==> src/rtl/timer_pkg.sv <==
// Shared types and BCD helpers for the multi-channel MM:SS countdown timer.
package timer_pkg;

  typedef enum logic [1:0] {ST_IDLE, ST_RUN, ST_PAUSE, ST_ALARM} ch_state_t;

  // {min10, min1, sec10, sec1}
  typedef logic [15:0] mmss_t;

  localparam mmss_t MMSS_ZERO = 16'h0000;
  localparam mmss_t MMSS_ONE  = 16'h0001;

  // Two-digit BCD increment that wraps 59 -> 00 without carry-out.
  function automatic logic [7:0] bcd_inc_60(input logic [7:0] v);
    logic [7:0] r;
    if (v >= 8'h59)
      r = 8'h00;
    else if (v[3:0] == 4'd9)
      r = {v[7:4] + 4'd1, 4'd0};
    else
      r = {v[7:4], v[3:0] + 4'd1};
    return r;
  endfunction

  function automatic mmss_t bcd_dec_mmss(input mmss_t v);
    mmss_t r;
    r = v;
    if (v[3:0] != 4'd0) begin
      r[3:0] = v[3:0] - 4'd1;
    end else begin
      r[3:0] = 4'd9;
      if (v[7:4] != 4'd0) begin
        r[7:4] = v[7:4] - 4'd1;
      end else begin
        r[7:4] = 4'd5;
        if (v[11:8] != 4'd0) begin
          r[11:8] = v[11:8] - 4'd1;
        end else begin
          r[11:8]  = 4'd9;
          r[15:12] = (v[15:12] != 4'd0) ? v[15:12] - 4'd1 : 4'd5;
        end
      end
    end
    return r;
  endfunction

endpackage

==> src/rtl/timer_channel.sv <==
// One countdown channel: set/current MM:SS, run/pause/alarm sequencing, auto-reload.
//   state    | meaning
//   ST_IDLE  | stopped; set value editable and displayed
//   ST_RUN   | counting down once per tick
//   ST_PAUSE | count frozen, resumes from cur
//   ST_ALARM | expired; ring counter runs until ALARM_SEC or silenced
module timer_channel
  import timer_pkg::*;
#(
  parameter int ALARM_SEC = 10
) (
  input  logic        clk,
  input  logic        reset_p,
  input  logic        tick,
  input  logic        do_clear,
  input  logic        do_start,
  input  logic        do_inc_min,
  input  logic        do_inc_sec,
  input  logic        do_alarm_off,
  input  logic        reload_mode,
  output logic [15:0] disp,
  output logic        running,
  output logic        alarm,
  output logic        expired
);

  localparam int RING_W = $clog2(ALARM_SEC + 1);

  ch_state_t          state, state_nx;
  mmss_t              set_val, set_nx, cur, cur_nx;
  logic [RING_W-1:0]  ring, ring_nx;
  logic               pend, pend_nx, exp_nx;

  always_ff @(posedge clk or posedge reset_p) begin
    if (reset_p) begin
      state   <= ST_IDLE;
      set_val <= MMSS_ZERO;
      cur     <= MMSS_ZERO;
      ring    <= '0;
      pend    <= 1'b0;
      expired <= 1'b0;
    end else begin
      state   <= state_nx;
      set_val <= set_nx;
      cur     <= cur_nx;
      ring    <= ring_nx;
      pend    <= pend_nx;
      expired <= exp_nx;
    end
  end

  always_comb begin
    state_nx = state;
    set_nx   = set_val;
    cur_nx   = cur;
    ring_nx  = ring;
    pend_nx  = 1'b0;
    exp_nx   = 1'b0;
    if (do_clear) begin
      state_nx = ST_IDLE;
    end else begin
      // Reload lands the cycle after expiry; a tick cannot collide with it.
      if (pend)
        cur_nx = set_val;
      case (state)
        ST_IDLE: begin
          if (do_start) begin
            if (set_val != MMSS_ZERO) begin
              cur_nx   = set_val;
              state_nx = ST_RUN;
            end
          end else if (do_inc_min) begin
            set_nx[15:8] = bcd_inc_60(set_val[15:8]);
          end else if (do_inc_sec) begin
            set_nx[7:0] = bcd_inc_60(set_val[7:0]);
          end
        end
        ST_RUN: begin
          if (do_start) begin
            state_nx = ST_PAUSE;
          end else if (tick && !pend) begin
            cur_nx = bcd_dec_mmss(cur);
            if (cur == MMSS_ONE) begin
              exp_nx = 1'b1;
              if (reload_mode) begin
                pend_nx = 1'b1;
              end else begin
                state_nx = ST_ALARM;
                ring_nx  = '0;
              end
            end
          end
        end
        ST_PAUSE: begin
          if (do_start)
            state_nx = ST_RUN;
        end
        ST_ALARM: begin
          if (do_start || do_alarm_off) begin
            state_nx = ST_IDLE;
          end else if (tick) begin
            ring_nx = ring + 1'b1;
            if (ring_nx == RING_W'(ALARM_SEC))
              state_nx = ST_IDLE;
          end
        end
        default: state_nx = ST_IDLE;
      endcase
    end
  end

  assign disp    = (state == ST_IDLE) ? set_val : cur;
  assign running = (state == ST_RUN);
  assign alarm   = (state == ST_ALARM);

endmodule

==> src/rtl/multi_timer.sv <==
// N-channel MM:SS countdown timer: shared second prescaler, per-channel command routing,
// selected-channel display mux and alarm buzzer tone.
module multi_timer
  import timer_pkg::*;
#(
  parameter int   N_CH      = 4,
  parameter int   TICK_DIV  = 100_000_000,
  parameter int   BUZZ_BIT  = 12,
  parameter int   ALARM_SEC = 10,
  localparam int  SEL_W     = (N_CH > 1) ? $clog2(N_CH) : 1
) (
  input  logic             clk,
  input  logic             reset_p,
  input  logic [SEL_W-1:0] sel_ch,
  input  logic             cmd_start,
  input  logic             cmd_inc_sec,
  input  logic             cmd_inc_min,
  input  logic             cmd_clear,
  input  logic             alarm_off,
  input  logic [N_CH-1:0]  reload_mode,
  output logic [15:0]      value,
  output logic [N_CH-1:0]  running,
  output logic [N_CH-1:0]  alarm,
  output logic [N_CH-1:0]  expired,
  output logic             buzz_clk
);

  // Wide enough to reach TICK_DIV-1 and to expose the buzzer tap.
  localparam int PS_W = ($clog2(TICK_DIV) > BUZZ_BIT + 1) ? $clog2(TICK_DIV) : BUZZ_BIT + 1;

  logic [PS_W-1:0] ps;
  logic            tick;
  logic            c_clear, c_start, c_inc_min, c_inc_sec, c_alarm_off;
  logic [15:0]     disp_arr [N_CH];

  assign tick = (ps == PS_W'(TICK_DIV - 1));

  always_ff @(posedge clk or posedge reset_p) begin
    if (reset_p)
      ps <= '0;
    else if (tick)
      ps <= '0;
    else
      ps <= ps + 1'b1;
  end

  // Only the highest-priority command of the cycle acts.
  always_comb begin
    c_clear     = cmd_clear;
    c_start     = cmd_start & ~cmd_clear;
    c_inc_min   = cmd_inc_min & ~cmd_clear & ~cmd_start;
    c_inc_sec   = cmd_inc_sec & ~cmd_clear & ~cmd_start & ~cmd_inc_min;
    c_alarm_off = alarm_off & ~cmd_clear & ~cmd_start & ~cmd_inc_min & ~cmd_inc_sec;
  end

  for (genvar i = 0; i < N_CH; i++) begin : g_ch
    logic hit;
    assign hit = (sel_ch == SEL_W'(i));

    timer_channel #(.ALARM_SEC(ALARM_SEC)) u_ch (
      .clk          (clk),
      .reset_p      (reset_p),
      .tick         (tick),
      .do_clear     (hit & c_clear),
      .do_start     (hit & c_start),
      .do_inc_min   (hit & c_inc_min),
      .do_inc_sec   (hit & c_inc_sec),
      .do_alarm_off (hit & c_alarm_off),
      .reload_mode  (reload_mode[i]),
      .disp         (disp_arr[i]),
      .running      (running[i]),
      .alarm        (alarm[i]),
      .expired      (expired[i])
    );
  end

  always_comb begin
    value = 16'h0000;
    for (int i = 0; i < N_CH; i++)
      if (sel_ch == SEL_W'(i))
        value = disp_arr[i];
  end

  assign buzz_clk = (|alarm) ? ps[BUZZ_BIT] : 1'b0;

endmodule

==> config.mk <==
export PLATFORM = sky130hd
export DESIGN_NAME = multi_timer
export DESIGN_NICKNAME = d
export VERILOG_FILES = /design/src/rtl/timer_pkg.sv /design/src/rtl/timer_channel.sv /design/src/rtl/multi_timer.sv
export SDC_FILE = /design/constraint.sdc
export NUM_CORES = 1
export LEC_CHECK = 0
export BUFFER_PORTS_ARGS = -buffer_cell sky130_fd_sc_hd__buf_2
export CAP_MARGIN = 30
export CORE_UTILIZATION = 50
export DETAILED_ROUTE_END_ITERATION = 6
export PLACE_DENSITY = 0.7
export SKIP_LAST_GASP = 1
export SLEW_MARGIN = 20
export SYNTH_ARGS = -nofsm -noshare
export SYNTH_HDL_FRONTEND = slang
export SYNTH_SLANG_ARGS = --single-unit
==> constraint.sdc <==
create_clock -name clk -period 18.55 [get_ports clk]
set_input_delay 3.71 -clock clk [delete_from_list [all_inputs] [get_ports clk]]
set_output_delay 3.71 -clock clk [all_outputs]
set_load 0.05 [all_outputs]
==> reports/metrics.cfg <==
[detailed_routing]
dr.pass1.iters = 7
vias = 13700
via_per_inst = 6.71
routedWlPerCell_um = 22.0
initialDrtViolationCount = 1618
detail-route-antenna-nets = 0
wirelength_um = 44900
drcViolationCount = 2

[sta]
whs_ns = 0.451
rsz0062_at_grt = no
fmax_mhz = 108
hold_viol = 0
slew_headroom = 0.282
finalCritPeriodShare = 0.501
maxSlewViolCount = 0
period_needed_ns = 9.29
fin_setup_tns_ns = 0
setup_viol = 0
worst_slew_pin_slew_ns = 1.07
finClkSkew_ns = 0.0142

[finish]
nNetsFinal = 1759
synthToLayoutAreaGrowth_pct = 6.52
drive_gt1_frac = 0.0751
fillerInstances = 2549
antenna_cells = 0
final_common_cell = nand2_1
final_cell_mix = nand2_1, dfrtp_1, o21ai_0

[setup_path]
cpLargestDelayFamily = compound AO/OA/AOI/OAI gates
crit_fanout = 18
worstPathCellList = buf_2 -> nand2b_1 -> a21oi_1 -> a2111oi_0 -> a31oi_1 -> buf_2
r2r_slack_ns = 14.95
path_common_cell = buf_2
max_stage_delay_ns = 0.60
required_ns = 14.84
crit_type = input pin to output pin
crit_arrival_ns = 5.58
critPathBufInv = 2
end_kind = output pin
crit_path_start_kind = input pin
slowest_stage = nand2b_1

[run_status]
status = finished, violations left
violations = DRC

[grt]
grt_max_degree = 122
overflow = 0
grt_pass1_wl_um = 70400
antenna_found_initial = 0
grt_use_total = 0.321
grt_pass1_vias = 12500

[run]
drv_cap = 0

[placed_design]
place.gp.congestion = 1.03
portBuffers = 41
dpl.hpwl_um = 32400

[floorplanning]
rows = 60
die_area_um2 = 28000
coreArea_um2 = 26900
fp.dieH_um = 167
start_util = 0.508
num_io_pins = 42
die_w_um = 167

[yosys]
synth_edf_count = 0
ys_seq_area_frac = 0.343
syn_nets = 1791
syn_inst = 1724
yosysWarnings = 0
ys_ff_latch = 187
ys.flop_type = dfrtp_1
synthArstFlopShare = 1.00
ys_types = 83
avgSynthCellArea_um2 = 7.91
syn_area_um2 = 13600

[clocking]
clk_pin_slew_ns = 0.08
post_cts_buffers = 0
cts_made_buffers = 17
cts-root-buf = clkbuf_16
holdBufCountCts = 0
cts_tree = built
clock_latency_ns = 0.45
cts_resized = 0
clockBufferDepth = 2
cts_max_level = 4
cts.sinks = 187

[power_and_ir_drop]
power_density_nw_per_um2 = 110
ir_worst_vdd_uv = 59.1
total_power_mw = 1.60
power.leakage_nw = 6.17

[hold_path]
hold_path.class = flop to flop

## cell type report
| cell class | instances | area (um^2) | share of cell area |
|---|---|---|---|
| Sequential cell | 187 | 4680 | 0.322 |
| Tap cell | 341 | 427 | 0.0294 |
| Clock inverter | 14 | 126 | 0.00869 |
| Inverter | 98 | 375 | 0.0258 |
| Timing Repair Buffer | 56 | 335 | 0.0231 |
| Clock buffer | 18 | 439 | 0.0302 |
| Multi-Input combinational cell | 1332 | 8150 | 0.561 |
## worst reg2reg max path: stages (launching register included)
cell	delay, ns
dfrtp_1	0.47
or4_4	0.58
nor4_1	0.77
nand4_1	0.58
a21boi_0	0.57
nand2_1	0.14
a221o_1	0.37
## per-stage QoR
step                      setup WS [ns]  cells  area (um^2)  utilization
after detailed placement           9.30   2012        13900        0.519
after CTS                          9.30   2044        14500        0.540
after global routing               9.18   2046        14500        0.541
final                              9.26   2046        14500        0.541
after global placement             9.36   2012        13900        0.519
after floorplan                    9.26   1724        13600            -
## report_power, final
group	switching [mW]	internal [mW]	leakage [nW]
Sequential	0.135	0.469	2.43
Combinational	0.416	0.214	3.45
Clock	0.185	0.182	0.281
Total	0.736	0.865	6.17
## routing by layer
| layer | global-route usage | part of all wire | vias to the layer above |
|---|---|---|---|
| met5 | 0 | 0 | - |
| met4 | 0.159 | 0.051 | 0 |
| met3 | 0.0766 | 0.10 | 164 |
| met2 | 0.487 | 0.43 | 773 |
| met1 | 0.430 | 0.42 | 6580 |
| li1 | - | - | 6207 |
## synthesized netlist by cell type, drive strengths merged, types with 20 or more instances
cell type	instances	area [um^2]
dfrtp	187	4680
nand2	287	1080
ha	54	676
a21o	21	158
a31oi	20	125
o21ai	137	686
inv	97	364
clkbuf	82	308
o31ai	37	278
buf	25	151
a22o	26	228
nand2b	21	131
nor3b	23	173
a21oi	127	636
nand3	54	270
nor3	49	250
nand4	41	257
nor2	101	379
## logic make-up after synthesis
| family | count (synthesis) | share of synthesized area |
|---|---|---|
| mux | 32 | 0.0258 |
| fa+ha+maj | 54 | 0.0495 |
| xor+xnor | 29 | 0.0186 |
| buf+inv | 205 | 0.0606 |
| compound gates | 522 | 0.250 |
| flops | 187 | 0.343 |
| simple gates | 695 | 0.253 |
## worst paths after layout
check / to / cells past startpoint / startpoint
min in group asynchronous: g_ch[1].u_ch.set_val[10] / 2 / reset_p
max in group asynchronous: g_ch[3].u_ch.cur[13] / 4 / reset_p
min: ps[0] / 1 / ps[0]
min reg2reg: ps[0] / 1 / ps[0]
max: value[15] / 6 / sel_ch[0]
max reg2reg: g_ch[2].u_ch.cur[14] / 6 / ps[12]
## sequential cells by signal, summed over array words and instances, names as in the netlist
name / flops
g_ch.u_ch.expired: 4
g_ch.u_ch.state: 8
g_ch.u_ch.set_val: 64
g_ch.u_ch.cur: 64
g_ch.u_ch.ring: 16
ps: 27
g_ch.u_ch.pend: 4
Power figures use the tool's default switching activity.
